[src/rtl/miner_pkg.sv]
// Shared types and defaults for the miner link sequencer.
package miner_pkg;

    typedef enum logic [1:0] {
        RECV = 2'd0,
        HASH = 2'd1,
        SEND = 2'd2
    } state_e;

    localparam int HEADER_BYTES = 76;
    localparam int NONCE_BYTES  = 4;
    localparam int NONCE_W      = 32;
    localparam int HASH_W       = 256;

endpackage

[src/rtl/miner_link_ctrl.sv]
// Job sequencer: collects a block header from UART, runs the hashcore for a
// number of timer ticks, then sends the best nonce back MSB-first.
module miner_link_ctrl #(
    parameter int HEADER_BYTES   = miner_pkg::HEADER_BYTES,
    parameter int NONCE_BYTES    = miner_pkg::NONCE_BYTES,
    parameter int HASH_TICKS     = 1,
    parameter int TIMEOUT_CYCLES = 100_000_000
) (
    input  logic                      clk,
    input  logic                      rst_i,
    input  logic                      rx_valid_i,
    input  logic [7:0]                rx_byte_i,
    output logic                      tx_start_o,
    output logic [7:0]                tx_byte_o,
    input  logic                      tx_active_i,
    input  logic                      tx_done_i,
    input  logic                      second_tick_i,
    output logic                      hash_enable_o,
    output logic                      hash_clear_o,
    output logic [8*HEADER_BYTES-1:0] block_o,
    input  logic [31:0]               best_nonce_i,
    output logic [1:0]                state_o
);
    import miner_pkg::*;

    localparam int CNT_W  = $clog2(HEADER_BYTES);
    localparam int IDLE_W = $clog2(TIMEOUT_CYCLES + 1);
    localparam int TICK_W = (HASH_TICKS > 1) ? $clog2(HASH_TICKS) : 1;
    localparam int IDX_W  = (NONCE_BYTES > 1) ? $clog2(NONCE_BYTES) : 1;

    localparam logic [CNT_W-1:0]  LAST_BYTE = CNT_W'(HEADER_BYTES - 1);
    localparam logic [IDLE_W-1:0] IDLE_LAST = IDLE_W'(TIMEOUT_CYCLES - 1);
    localparam logic [TICK_W-1:0] TICK_LAST = TICK_W'(HASH_TICKS - 1);
    localparam logic [IDX_W-1:0]  IDX_LAST  = IDX_W'(NONCE_BYTES - 1);

    state_e                    state_q, state_d;
    logic [CNT_W-1:0]          cnt_q, cnt_d;
    logic [IDLE_W-1:0]         idle_q, idle_d;
    logic [TICK_W-1:0]         tick_q, tick_d;
    logic [IDX_W-1:0]          idx_q, idx_d;
    logic                      wait_q, wait_d;
    logic [NONCE_W-1:0]        nonce_q, nonce_d;
    logic                      tx_start_q, tx_start_d;
    logic [7:0]                tx_byte_q, tx_byte_d;
    logic                      hash_en_q, hash_en_d;
    logic                      hash_clr_q, hash_clr_d;
    logic [8*HEADER_BYTES-1:0] block_q, block_d;
    logic                      launch;

    always_comb begin
        state_d    = state_q;
        cnt_d      = cnt_q;
        idle_d     = idle_q;
        tick_d     = tick_q;
        idx_d      = idx_q;
        wait_d     = wait_q;
        nonce_d    = nonce_q;
        tx_start_d = 1'b0;
        tx_byte_d  = tx_byte_q;
        hash_en_d  = hash_en_q;
        hash_clr_d = 1'b0;
        block_d    = block_q;
        launch     = 1'b0;

        case (state_q)
            RECV: begin
                if (rx_valid_i) begin
                    for (int unsigned k = 0; k < HEADER_BYTES; k++) begin
                        if (cnt_q == CNT_W'(k)) block_d[8*k +: 8] = rx_byte_i;
                    end
                    idle_d = '0;
                    if (cnt_q == LAST_BYTE) begin
                        cnt_d      = '0;
                        tick_d     = '0;
                        state_d    = HASH;
                        hash_clr_d = 1'b1;
                        hash_en_d  = 1'b1;
                    end else begin
                        cnt_d = cnt_q + 1'b1;
                    end
                end else if (cnt_q != '0) begin
                    // Abandon a stalled partial header; stale bytes stay in block_q.
                    if (idle_q == IDLE_LAST) begin
                        cnt_d  = '0;
                        idle_d = '0;
                    end else begin
                        idle_d = idle_q + 1'b1;
                    end
                end
            end
            HASH: begin
                if (second_tick_i) begin
                    if (tick_q == TICK_LAST) begin
                        tick_d    = '0;
                        nonce_d   = best_nonce_i;
                        hash_en_d = 1'b0;
                        idx_d     = '0;
                        wait_d    = 1'b0;
                        state_d   = SEND;
                    end else begin
                        tick_d = tick_q + 1'b1;
                    end
                end
            end
            SEND: begin
                // A done pulse may relaunch in the same cycle so the next start
                // follows the done with no idle gap.
                if (wait_q && tx_done_i) begin
                    wait_d = 1'b0;
                    if (idx_q == IDX_LAST) begin
                        idx_d   = '0;
                        state_d = RECV;
                    end else begin
                        idx_d  = idx_q + 1'b1;
                        launch = !tx_active_i;
                    end
                end else if (!wait_q && !tx_active_i) begin
                    launch = 1'b1;
                end
                if (launch) begin
                    tx_start_d = 1'b1;
                    tx_byte_d  = nonce_q[NONCE_W-1 -: 8];
                    nonce_d    = {nonce_q[NONCE_W-9:0], 8'h00};
                    wait_d     = 1'b1;
                end
            end
            default: state_d = RECV;
        endcase
    end

    always_ff @(posedge clk) begin
        if (!rst_i) begin
            state_q    <= RECV;
            cnt_q      <= '0;
            idle_q     <= '0;
            tick_q     <= '0;
            idx_q      <= '0;
            wait_q     <= 1'b0;
            nonce_q    <= '0;
            tx_start_q <= 1'b0;
            tx_byte_q  <= '0;
            hash_en_q  <= 1'b0;
            hash_clr_q <= 1'b0;
            block_q    <= '0;
        end else begin
            state_q    <= state_d;
            cnt_q      <= cnt_d;
            idle_q     <= idle_d;
            tick_q     <= tick_d;
            idx_q      <= idx_d;
            wait_q     <= wait_d;
            nonce_q    <= nonce_d;
            tx_start_q <= tx_start_d;
            tx_byte_q  <= tx_byte_d;
            hash_en_q  <= hash_en_d;
            hash_clr_q <= hash_clr_d;
            block_q    <= block_d;
        end
    end

    assign tx_start_o    = tx_start_q;
    assign tx_byte_o     = tx_byte_q;
    assign hash_enable_o = hash_en_q;
    assign hash_clear_o  = hash_clr_q;
    assign block_o       = block_q;
    assign state_o       = state_q;

endmodule

[config.mk]
export PLATFORM = sky130hd
export DESIGN_NAME = miner_link_ctrl
export DESIGN_NICKNAME = d
export VERILOG_FILES = /design/src/rtl/miner_pkg.sv /design/src/rtl/miner_link_ctrl.sv
export SDC_FILE = /design/constraint.sdc
export NUM_CORES = 2
export LEC_CHECK = 0
export ABC_AREA = 1
export BUFFER_PORTS_ARGS = -buffer_cell sky130_fd_sc_hd__buf_2
export CAP_MARGIN = 25
export CORE_ASPECT_RATIO = 0.8
export CORE_MARGIN = 3
export CORE_UTILIZATION = 35
export DETAILED_ROUTE_END_ITERATION = 10
export PLACE_DENSITY = 0.68
export SKIP_LAST_GASP = 1
export SLEW_MARGIN = 10
export SYNTH_ARGS = -nofsm -noshare
export SYNTH_HDL_FRONTEND = slang
export SYNTH_SLANG_ARGS = --single-unit
[constraint.sdc]
create_clock -name clk -period 2.4 [get_ports clk]
set_input_delay 0.72 -clock clk [delete_from_list [all_inputs] [get_ports clk]]
set_output_delay 0.72 -clock clk [all_outputs]
set_load 0.01 [all_outputs]
==> results.toml <==
[sta]
slew_viol_final = 0
max_freq_mhz = 450
fin_skew_ps = 25.2
post-route-min-period_ps = 2220
worst_pin_slew_ps = 583
post-route-period-util_pct = 92.7
setup_viol = 0
slew_headroom_pct = 61.1
rsz0062_at_grt = "no"
finalHoldViolCount = 0

[power]
p_comb_share_pct = 12.1
power_density_nw_per_um2 = 847
ir_worst_vdd_v = 0.000544
leakagePower_uw = 0.0143
switching_share_pct = 27.2
power.sequential.fraction_pct = 45.1
switchingPower_uw = 7340
power_uw = 27000
clockPowerShare_pct = 42.8
p_int_uw = 19600

[hold_path]
worstHoldStart = "best_nonce_i[3]"
worstHoldPathCells = 3
min_to = "nonce_q[3]"
hp-class = "in -> reg"

[synth]
yosysUniqueCellTypes = 38
syn_area_um2 = 24300
syn_nets = 2802
synthCells = 2750
ys_seq_elements = 690
netlist_top_cells_area = "dfxtp_1 (57%), a21oi_1 (12%), o21ai_0 (11%)"
yosys.area.top_type = "dfxtp_1"
yosysWarnings = 0
synth.top_cell.area_share_pct = 56.9
ys_seq_area_share_pct = 56.9
syn_area_per_cell_um2 = 8.83

[drt]
viasPerCell = 5.07
wl_per_cell_um = 19.5
drc_errors = 0
ant_nets = 0
drtIter0Drc = 1445
drt_pass1_iterations = 6
vias = 22020
finalWirelength_um = 84700

[setup_path]
path_cells = "nor2_2 -> inv_2 -> nor2_8 -> buf_4 -> nand4_4 -> nor2_4 -> buf_12 -> o21ai_0 -> a21oi_1"
r2r_start = "state_o[0]"
crit_family = "simple AND/OR/NAND/NOR gates"
crit_type = "reg -> reg"
slowest_stage = "dfxtp_1"
end_kind = "register"
cp.arrival_ps = 2760
reg2reg_slack_ps = 180
r2r_end = "block_o[444]"
path_max_fanout = 16
reg2reg_depth = 9
crit_path_max_incr_delay_ps = 370
cp_num_buf_inv = 3
crit_required_ps = 2940
cp-start-kind = "register"

[grt]
grt_usage_pct = 22.3
grt-ovfl-total = 0
grt_pass1_wl_um = 127000
grt_start_max_net_pins = 97
antenna_found_initial = 0
first_global_vias = 20466

[floorplan]
floorplan.initialDensity_pct = 35.7
die_h_um = 242
dieArea_um2 = 72600
core_um2 = 68000
die_w_um = 301
io-pin-count = 667
num_rows = 85

[layout]
multi_input_area_um2 = 8960
nFillCells = 6483
drive_gt1_share_pct = 29.6
fin_util_pct = 46.9
nNetsFinal = 3423
regArea_um2 = 13800
syn_to_final_growth_pct = 31.2

[clock_tree]
htreeDepth = 3
cts_tree = "done"
clk_latency_ps = 620
cts_buffers = 71
clockRootBuffer = "clkbuf_16"
numClockSinks = 690
cts_buffer_depth = 3
cts.clk_slew.worst_paths_ps = 60
ctsHoldBuffers = 0

[place]
io_buffers = 666
dp_hpwl_um = 55200
gp_congestion = 0.835

[run]
max_cap_violations = 0

[status]
status = "complete, no violations"
worst min-delay path, delay by kind of cell:
family | cells | cell delay (ps)
simple gates | 1 | 70
compound gates | 1 | 50
buf+inv | 1 | 70
worst max-delay path by stage:
stage,startpoint,to,slack [ps],depth (start not counted)
after CTS,state_o[0],block_o[289],10,9
final,state_o[0],block_o[444],180,9
after floorplan,rx_valid_i,block_o[29],440,8
after global placement,rx_valid_i,block_o[168],-100,9
after detailed placement,rx_valid_i,block_o[168],-190,9
after global routing,state_o[0],block_o[518],10,9
layout by cell type (no fill, tap or decap), types with 2 or more instances in the layout:
cell / count
xnor2_1: 5
nor2_2: 29
nand4_4: 4
nand3_1: 44
nand4_1: 11
nand3_4: 4
buf_12: 68
a31oi_1: 25
clkinv_4: 2
ha_1: 6
inv_2: 20
clkbuf_16: 71
nand2_1: 170
a211oi_1: 40
clkinvlp_4: 4
bufinv_16: 5
a21oi_1: 593
clkinv_1: 6
nor2_4: 35
nor3_1: 5
clkinv_16: 3
clkbuf_8: 21
nand4_2: 3
o21ai_1: 75
nor2_1: 125
clkbuf_1: 8
inv_1: 54
buf_4: 55
xor2_1: 8
buf_2: 665
clkinv_2: 17
inv_6: 2
o21ai_0: 539
dfxtp_1: 690
cells by family (layout without fill, tap and decap cells):
group / Yosys count / count (layout) / synth area share [%]
AOI/OAI and AO/OA: 1276 / 1276 / 26.9
DFF: 690 / 690 / 56.9
and+or+nand+nor: 436 / 436 / 9.24
buffers and inverters: 329 / 1005 / 6.23
xor gates and xnor gates: 13 / 13 / 0.469
adders and majority gates: 6 / 6 / 0.309
other: 0 / 1 / 0
through the flow:
step / setup TNS (ps) / std cells / worst slack, ps / cell area [um2] / hold slack [ps]
global placement: -4460 / 4201 / -104 / 29200 / 433
global route: 0 / 4339 / 14.3 / 31900 / 322
CTS: 0 / 4331 / 14.6 / 31700 / 304
floorplan: 0 / 2750 / 438 / 24300 / 445
finish: 0 / 4340 / 176 / 31900 / 345
detailed placement: -10770 / 4201 / -186 / 29200 / 434
registers in the layout, summed over array words and instances (netlist names), 2 cells and up:
signal	cells
block_o	608
cnt_q	7
idle_q	27
idx_q	2
nonce_q	32
state_o	2
tx_byte_o	8
per-layer routing:
metal	share of wire, %	global-route usage, %	wire, um	vias up
li1	-	-	-	10783
met1	44	29.7	37200	10215
met2	45	34.9	37700	863
met3	8.0	5.42	6800	159
met4	3.5	8.29	2950	0
met5	0	0	0	-
what timing repair did:
| action | 4_1_cts | 5_1_grt |
|---|---|---|
| setup endpoints to repair | 1 | 47 |
| pin swaps | 0 | 6 |
| resized for setup | 0 | 1 |
| setup buffers | 2 | 8 |
cells in the mapped netlist (all sizes together):
library cell	number
a211oi	40
inv	82
o211a	1
nor3	5
nand3	49
a21boi	1
a21oi	593
or2	1
a31oi	25
and2	1
clkinv	6
clkbuf	146
nand2	170
o22ai	1
xor2	8
buf	95
xnor2	5
dfxtp	690
ha	6
nand3b	1
o21bai	1
and3	1
o21ai	614
nand4	18
nor2	190
layout make-up:
cell class / count / share of cell area (%)
Tap cell: 913 / 3.58
Clock inverter: 28 / 1.25
Clock buffer: 100 / 6.58
Sequential cell: 690 / 43.3
Antenna cell: 1 / 0.00785
Inverter: 88 / 1.07
Multi-Input combinational cell: 1731 / 28.1
Timing Repair Buffer: 789 / 16.1
power groups by stage:
stage,sequential (uW),combinational (uW),clock (uW)
2_1_floorplan,12500,1920,0
3_3_place_gp,12400,3240,0
3_5_place_dp,12400,3250,0
4_1_cts,12200,3260,11800
5_1_grt,12200,3570,12300
6_report,12200,3270,11600
Power figures use the tool's default switching activity.
